$ cat src/rtl/store_aligner.sv
// Store-side byte-lane aligner with a small in-order write buffer drained to
// the data memory over req/ack; also flags misaligned stores and load-after-store hazards.
module store_aligner #(
  parameter int DEPTH = 2
) (
  input  logic        clk,
  input  logic        rst,
  input  logic        stEn,
  input  logic [2:0]  memCtrl,
  input  logic [31:0] addr,
  input  logic [31:0] rtData,
  output logic        full,
  output logic        addrErr,
  input  logic        ldEn,
  input  logic [31:0] ldAddr,
  output logic        rawHazard,
  output logic        pending,
  output logic        memReq,
  output logic [31:0] memAddr,
  output logic [31:0] memWData,
  output logic [3:0]  memBE,
  input  logic        memAck
);

  localparam int PW = $clog2(DEPTH);
  localparam logic [PW:0] FULL_CNT = (PW+1)'(DEPTH);

  localparam logic [2:0] ST_SB  = 3'b000;
  localparam logic [2:0] ST_SH  = 3'b001;
  localparam logic [2:0] ST_SWL = 3'b010;
  localparam logic [2:0] ST_SW  = 3'b011;
  localparam logic [2:0] ST_SWR = 3'b110;

  logic [29:0]   word_q [DEPTH];
  logic [31:0]   data_q [DEPTH];
  logic [3:0]    be_q   [DEPTH];
  logic [PW-1:0] head_q, head_d, tail_q, tail_d;
  logic [PW:0]   count_q, count_d;

  logic        st_valid;
  logic [31:0] st_data;
  logic [3:0]  st_be;
  logic        accept, pop, hit;
  logic [PW-1:0] off;
  logic        unused_ld;

  assign unused_ld = ^ldAddr[1:0];

  always_comb begin
    st_valid = 1'b1;
    st_data  = rtData;
    st_be    = 4'b1111;
    case (memCtrl)
      ST_SB: begin
        st_data = {4{rtData[7:0]}};
        st_be   = 4'b0001 << addr[1:0];
      end
      ST_SH: begin
        st_data = {2{rtData[15:0]}};
        st_be   = addr[1] ? 4'b1100 : 4'b0011;
      end
      ST_SW: st_be = 4'b1111;
      // SWL keeps the high bytes of rt, SWR the low bytes, split at addr[1:0]
      ST_SWL: begin
        case (addr[1:0])
          2'd0: begin st_data = {24'h0, rtData[31:24]}; st_be = 4'b0001; end
          2'd1: begin st_data = {16'h0, rtData[31:16]}; st_be = 4'b0011; end
          2'd2: begin st_data = {8'h0, rtData[31:8]};   st_be = 4'b0111; end
          default: st_be = 4'b1111;
        endcase
      end
      ST_SWR: begin
        case (addr[1:0])
          2'd1: begin st_data = {rtData[23:0], 8'h0};  st_be = 4'b1110; end
          2'd2: begin st_data = {rtData[15:0], 16'h0}; st_be = 4'b1100; end
          2'd3: begin st_data = {rtData[7:0], 24'h0};  st_be = 4'b1000; end
          default: st_be = 4'b1111;
        endcase
      end
      default: st_valid = 1'b0;
    endcase
  end

  assign addrErr = stEn & (((memCtrl == ST_SH) & addr[0]) |
                           ((memCtrl == ST_SW) & (addr[1:0] != 2'b00)));
  assign full    = (count_q == FULL_CNT);
  assign pending = (count_q != '0);
  assign memReq  = pending;
  assign accept  = stEn & st_valid & ~addrErr & ~full;
  assign pop     = pending & memAck;

  always_comb begin
    head_d  = head_q;
    tail_d  = tail_q;
    count_d = count_q;
    if (accept) tail_d = tail_q + PW'(1);
    if (pop)    head_d = head_q + PW'(1);
    case ({accept, pop})
      2'b10:   count_d = count_q + (PW+1)'(1);
      2'b01:   count_d = count_q - (PW+1)'(1);
      default: count_d = count_q;
    endcase
  end

  always_ff @(posedge clk or posedge rst) begin
    if (rst) begin
      head_q  <= '0;
      tail_q  <= '0;
      count_q <= '0;
    end else begin
      head_q  <= head_d;
      tail_q  <= tail_d;
      count_q <= count_d;
    end
  end

  // Payload needs no reset: entries are only observed while counted valid.
  always_ff @(posedge clk) begin
    if (accept) begin
      word_q[tail_q] <= addr[31:2];
      data_q[tail_q] <= st_data;
      be_q[tail_q]   <= st_be;
    end
  end

  always_comb begin
    hit = 1'b0;
    off = '0;
    for (int i = 0; i < DEPTH; i++) begin
      off = PW'(i) - head_q;
      if (({1'b0, off} < count_q) && (word_q[i] == ldAddr[31:2])) hit = 1'b1;
    end
  end

  assign rawHazard = ldEn & hit;
  assign memAddr   = {word_q[head_q], 2'b00};
  assign memWData  = data_q[head_q];
  assign memBE     = be_q[head_q];

endmodule

$ cat config.mk
export PLATFORM = sky130hd
export DESIGN_NAME = store_aligner
export DESIGN_NICKNAME = d
export VERILOG_FILES = /design/src/rtl/store_aligner.sv
export SDC_FILE = /design/constraint.sdc
export NUM_CORES = 1
export LEC_CHECK = 0
export CAP_MARGIN = 10
export CORE_MARGIN = 2
export CORE_UTILIZATION = 50
export DETAILED_ROUTE_END_ITERATION = 10
export PLACE_DENSITY = 0.91
export SLEW_MARGIN = 25
export SYNTH_ARGS = -nofsm -noshare
export SYNTH_HDL_FRONTEND = slang
export SYNTH_SLANG_ARGS = --single-unit
$ cat constraint.sdc
create_clock -name clk -period 5.13 [get_ports clk]
set_input_delay 0.513 -clock clk [delete_from_list [all_inputs] [get_ports clk]]
set_output_delay 0.513 -clock clk [all_outputs]
set_load 0.01 [all_outputs]
* Yosys cells after proc, flatten, opt, wreduce, memory -nomap -nowiden
Memories as Yosys holds them, arrays and structs flattened.
Index checks and enable logic that the tools add are counted.
** Word-level totals
- Word-level logic and storage cells :: 59
- Register bits after elaboration :: 4
- Bits in writable memories :: 132
- Memories :: 3
- Output and inout port bits :: 73
- Input bits :: 104
** Cells by class
- Eq/ne operators :: 12
- Shifts and indexed selects :: 1
- Add/sub/neg operators :: 6
- Reduce and logical (&&, ||, !) cells :: 8
- Multiplexer cells :: 13
- $lt $le $gt $ge :: 2
- Bitwise gates (word level) :: 11
** Memories
- data_q :: words 2, width 32, rd ports 1, clocked after memory_dff 0, write ports 1, RTL line 35 : logic [31:0] data_q [DEPTH];
- word_q :: words 2, width 30, rd ports 3, clocked after memory_dff 0, write ports 1, RTL line 34 : logic [29:0] word_q [DEPTH];
- be_q :: words 2, width 4, rd ports 1, clocked after memory_dff 0, write ports 1, RTL line 36 : logic [3:0] be_q [DEPTH];
** Operators with widths (number)
- 32-bit one-hot mux with 3 select lines :: 2
- 32-bit one-hot mux with 4 select lines :: 1
- 30-bit == test :: 2
- 4-bit one-hot mux with 4 select lines :: 1
- 4-bit one-hot mux with 3 select lines :: 1
- 3-bit one-hot mux with 3 select lines :: 1
- 1-bit bitwise AND :: 8
- 2-bit == test, second input constant :: 4
- 3-bit by 2-bit == test with 1-bit output, second input constant :: 2
- 2-bit nonzero test :: 3
- 1-bit two-way mux :: 5
- 5-bit OR reduction :: 1
- 2-bit by 1-bit == test with 1-bit output, second input constant :: 2
- 1-bit by 2-bit less-than comparator with 1-bit output :: 2
- 4-bit two-way mux :: 1
- 2-bit one-hot mux with 2 select lines :: 1
- 1-bit by 2-bit left shift with 4-bit output, first input constant :: 1
- 3-bit by 1-bit == test with 1-bit output, second input constant :: 1
- 3-bit == test, second input constant :: 1
- 3-bit zero test :: 1
- 1-bit adder, second input constant :: 2
- 2-bit by 1-bit adder with 2-bit output, second input constant :: 1
- 1-bit logical AND :: 2
- 2-bit zero test :: 1
- other kinds (4) :: 6

* Logic depth before layout (Yosys ltp)
- Depth after elaboration :: 9
- Gate-level depth with buffers :: 10

* Worst setup path after synthesis
Ideal clock, no wire load.
- Kind :: in2reg
- Start point :: input addr[1]
- End point :: memory be_q[0][0] (enable)
- Setup time :: 0.490 ns
- Stages on the path :: 7
- Buffers on the path :: 3
- Arrival time :: 4.101 ns
- Path slack :: 0.538 ns
- Path through :: buf_4 > buf_2 > buf_2 > a21o_1 > nand2_1 > nand2_1 > nor2_1
** On the way
- Cells in the longest elaborated chain, start to end :: 9
** Ends and longest elaborated chain
- from (decl) :: RTL line 10 : input logic [31:0] addr,
- 2-bit nonzero test :: RTL line 85 : ((memCtrl == ST_SW) & (addr[1:0] != 2'b00)));
- 1-bit bitwise AND :: RTL line 85
- 1-bit OR :: RTL line 84 : assign addrErr = stEn & (((memCtrl == ST_SH) & addr[0]) |
- 1-bit bitwise AND :: RTL line 84
- 1-bit inverter :: RTL line 89 : assign accept = stEn & st_valid & ~addrErr & ~full;
- 1-bit bitwise AND (2 in a row) :: RTL line 89
- 1-bit two-way mux :: RTL line 119 : if (accept) begin
- 1-bit two-way mux (not written as such) :: RTL line 122 : be_q[tail_q] <= st_be;
- to (decl) :: RTL line 36
Every way passes these cells.

* Worst setup path in the final report
- Start point :: register head_q
- End point :: output rawHazard
** On the way
- Cells in the longest elaborated chain, start to end :: 6
** Ends and longest elaborated chain
- from (decl) :: RTL line 37 : logic [PW-1:0] head_q, head_d, tail_q, tail_d;
- from (signal assigned) :: RTL line 107 : head_q <= '0;
- from (signal assigned) :: RTL line 111 : head_q <= head_d;
- 1-bit subtractor :: RTL line 130 : off = PW'(i) - head_q;
- 1-bit by 2-bit less-than comparator with 1-bit output :: RTL line 131 : if (({1'b0, off} < count_q) && (word_q[i] == ldAddr[31:2])) hit = 1'b1;
- 1-bit logical AND :: RTL line 131
- 1-bit two-way mux :: RTL line 131
- 1-bit two-way mux * :: RTL line 131
- 1-bit bitwise AND * :: RTL line 135 : assign rawHazard = ldEn & hit;
- to (decl) :: RTL line 16 : output logic rawHazard,
Every way passes the cells marked *; elsewhere a longest branch is shown, timed or not.

==> run metrics <==
status complete, no violations; top_reg_cell synth edfxtp_1; Rel. slew slack 33.4%; final hold vios 0; #FFs+latches synth 136; Seq/Total Area, Yosys between 50% and 60%; Synth async-reset ratio about 3%; CTS tree yes; max incr delay on CP 0.86 ns; Skew-Pair Late Insertion Delay 0.41 ns; Lkg Pwr 0.00319 µW; Initial Util 51.0%; Flop pwr share a little under two fifths; PwrDens around 420 nW/µm²; core box area around 14000 µm²; H-tree depth 4; fmax between 200 and 300 MHz; mapped cell area about 7100 µm²; clock power share 30.9%; First DRT Iteration DRCs 648; CP Max Fanout 33; CP Data Required Time approximately 4.6 ns; # diodes 0; Rows 43; hold_buf cts 0; Clock Path Buffers 2; fin. max-slew vios 0; vias per inst approximately 6; port bufs roughly 170; Clk pin slew, worst setup/hold paths ~0.06 ns; HP Class input pin to asynchronous set/reset pin; Max Cap Violations 0; P_sw 1110 µW; synth warn 0; placed inst area between 8000 and 9000 µm²; crit-path cells a21oi_1, nor4_1, nand4_1, a21boi_0, clkdlybuf4s50_1; share of layout cells above drive strength 1 around 17%; Final period util 65.8%; Resize count post-CTS 0; Gate Count Post-Synth 523; post-DP HPWL around 13 mm; placed insts between 800 and 900; final instance area ~9500 µm²; DR pass1 iterations 7; Critical Path Source head_q$_DFFE_PP0P_; wire per inst around 21 µm; reg2reg start count_q[1]$_DFFE_PP0P_; Switching Fraction between 20% and 30%; Final min period around 3.4 ns; final estimated routing congestion in global placement around 1; final setup vio count 0; Post-synth EDFFs between 100 and 150; Arr. time, crit path between 2 and 3 ns; Worst path slowest cell dfrtp_2; drc violations 0; Power Total 4030 µW; Routed Antenna Nets 0; number of global-route vias before repair about 5200; Post-CTS Setup Bufs 0; critical path class flop to output port; RSZ-0062 raised after global routing no; Final Util between 60% and 70%; Logic pwr share 31.9%; Detailed Route WL between 15 and 20 mm; CTS Sinks around 140; first-pass GRT wire length between 20 and 30 mm; Syn Area/Cell between 10 and 15 µm²; Setup crit end kind output port; Max IR drop VDD approximately 0.26 mV; Area growth syn-to-layout 34.8%; initial antenna violation count 0; via count between 5000 and 6000; Worst Setup Start Kind flop; overall die width around 120 µm; post-synth cell types between 40 and 50; IO Pins about 180; post-route insts no fill approximately 880; Cell Int Power 2920 µW; Die Ht 123 µm; largest net degree at the start of global routing 38; remaining global-route overflow 0; TritonCTS buffer count 17; actual slew at the worst max-slew pin 0.997 ns; Nets roughly 800; DIE AREA roughly 15000 µm²; TNS Setup 0 ns; CTS root buffer clkbuf_16; total track usage ~25%; clk_skew between 0.006 and 0.007 ns
-- per-stage QoR --
| stage | hold WS, ns | worst slack, ns |
|---|---|---|
| 2_1_floorplan | 0.279 | 0.538 |
| 3_3_place_gp | 0.527 | 1.59 |
| 3_5_place_dp | 0.531 | 1.53 |
| 4_1_cts | 0.278 | 1.77 |
| 5_1_grt | 0.297 | 1.70 |
| 6_report | 0.284 | 1.75 |
-- synth_stat cells (5+ instances only) --
cell type	n	share of area (%)
o21ai_0	9	0.64
mux2_2	66	11
nor2_1	13	0.69
a21oi_1	46	3.3
edfxtp_1	132	56
o211ai_1	8	0.85
a21boi_0	5	0.53
nand2b_1	6	0.53
buf_2	12	0.85
nand2_1	24	1.3
nand3_1	10	0.71
mux2i_1	11	1.6
buf_4	7	0.75
xor2_1	9	1.1
nor4_1	5	0.44
a22o_1	12	1.5
inv_1	5	0.27
o22ai_1	12	1.1
xnor2_1	56	7.0
nand4_1	13	1.2
mux4_2	7	2.2
-- layout by cell type, fill, tap and decap left out, types with 10 or more instances in the layout --
cell type	Yosys	routed
a22o_1	12	12
o22ai_1	12	12
mux2_2	66	66
nand2_1	24	24
a21oi_1	46	46
clkbuf_16	0	17
nand4_1	13	13
nand3_1	10	10
clkdlybuf4s50_1	0	172
xnor2_1	56	56
mux2i_1	11	11
edfxtp_1	132	132
nor2_1	13	12
-- power by group through the flow --
stage	Combinational [µW]	Clock [µW]	Sequential [µW]
CTS	1300	1260	1500
global route	1370	1310	1510
floorplan	717	0	1460
detailed placement	1290	0	1520
finish	1290	1240	1500
global placement	1270	0	1510
-- final cells by class --
type | count | area, µm²
Sequential cell | 136 | 4070
Fill cell | 971 | 4320
Multi-Input combinational cell | 352 | 2800
Timing Repair Buffer | 180 | 1790
Tap cell | 180 | 225
Clock inverter | 13 | 181
Inverter | 6 | 22.5
Clock buffer | 17 | 425
-- worst max-delay path, delay by kind of cell, from the launching register on --
kind | cells | cell delay [ns]
buffers and inverters | 1 | 0.56
DFF | 1 | 0.86
and+or+nand+nor | 2 | 0.67
AOI/OAI and AO/OA | 2 | 0.35
-- path summary, 6_finish.rpt --
check / endpoint / slack, ns / cells after the start
max in group asynchronous: head_q$_DFFE_PP0P_ / 4.68 / 2
worst max register to register: data_q[1][8]$_DFFE_PP_ / 2.86 / 4
worst max-delay path: rawHazard / 1.75 / 5
worst min-delay path: count_q[0]$_DFFE_PP0P_ / 0.28 / 2
worst min register to register: tail_q$_DFFE_PP0P_ / 0.56 / 1
min in group clk: tail_q$_DFFE_PP0P_ / 0.56 / 1
-- sequential cells by signal, summed over array words and instances (netlist names) --
| register | count |
|---|---|
| count_q | 2 |
| tail_q | 1 |
| data_q | 64 |
| word_q | 60 |
| head_q | 1 |
| be_q | 8 |
-- logic make-up after synthesis --
| logic type | share of synthesized area [%] |
|---|---|
| AND/OR/NAND/NOR | 6.87 |
| XOR/XNOR | 8.07 |
| buffers and inverters | 2.93 |
| multiplexers | 14.3 |
| other | 0.0532 |
| adder cells (fa/ha/maj) | 0.177 |
| flip-flops | 57.6 |
| AO/OA/AOI/OAI | 9.95 |
-- routing by layer --
layer | track usage (%) | vias to the layer above | share of wire, %
met5 | 0 | - | 0
li1 | - | 2347 | -
met2 | 41.6 | 345 | 48
met3 | 6.23 | 46 | 11
met4 | 12.6 | 0 | 3.4
met1 | 31.1 | 2526 | 38
(Power assumes the default switching activity.)
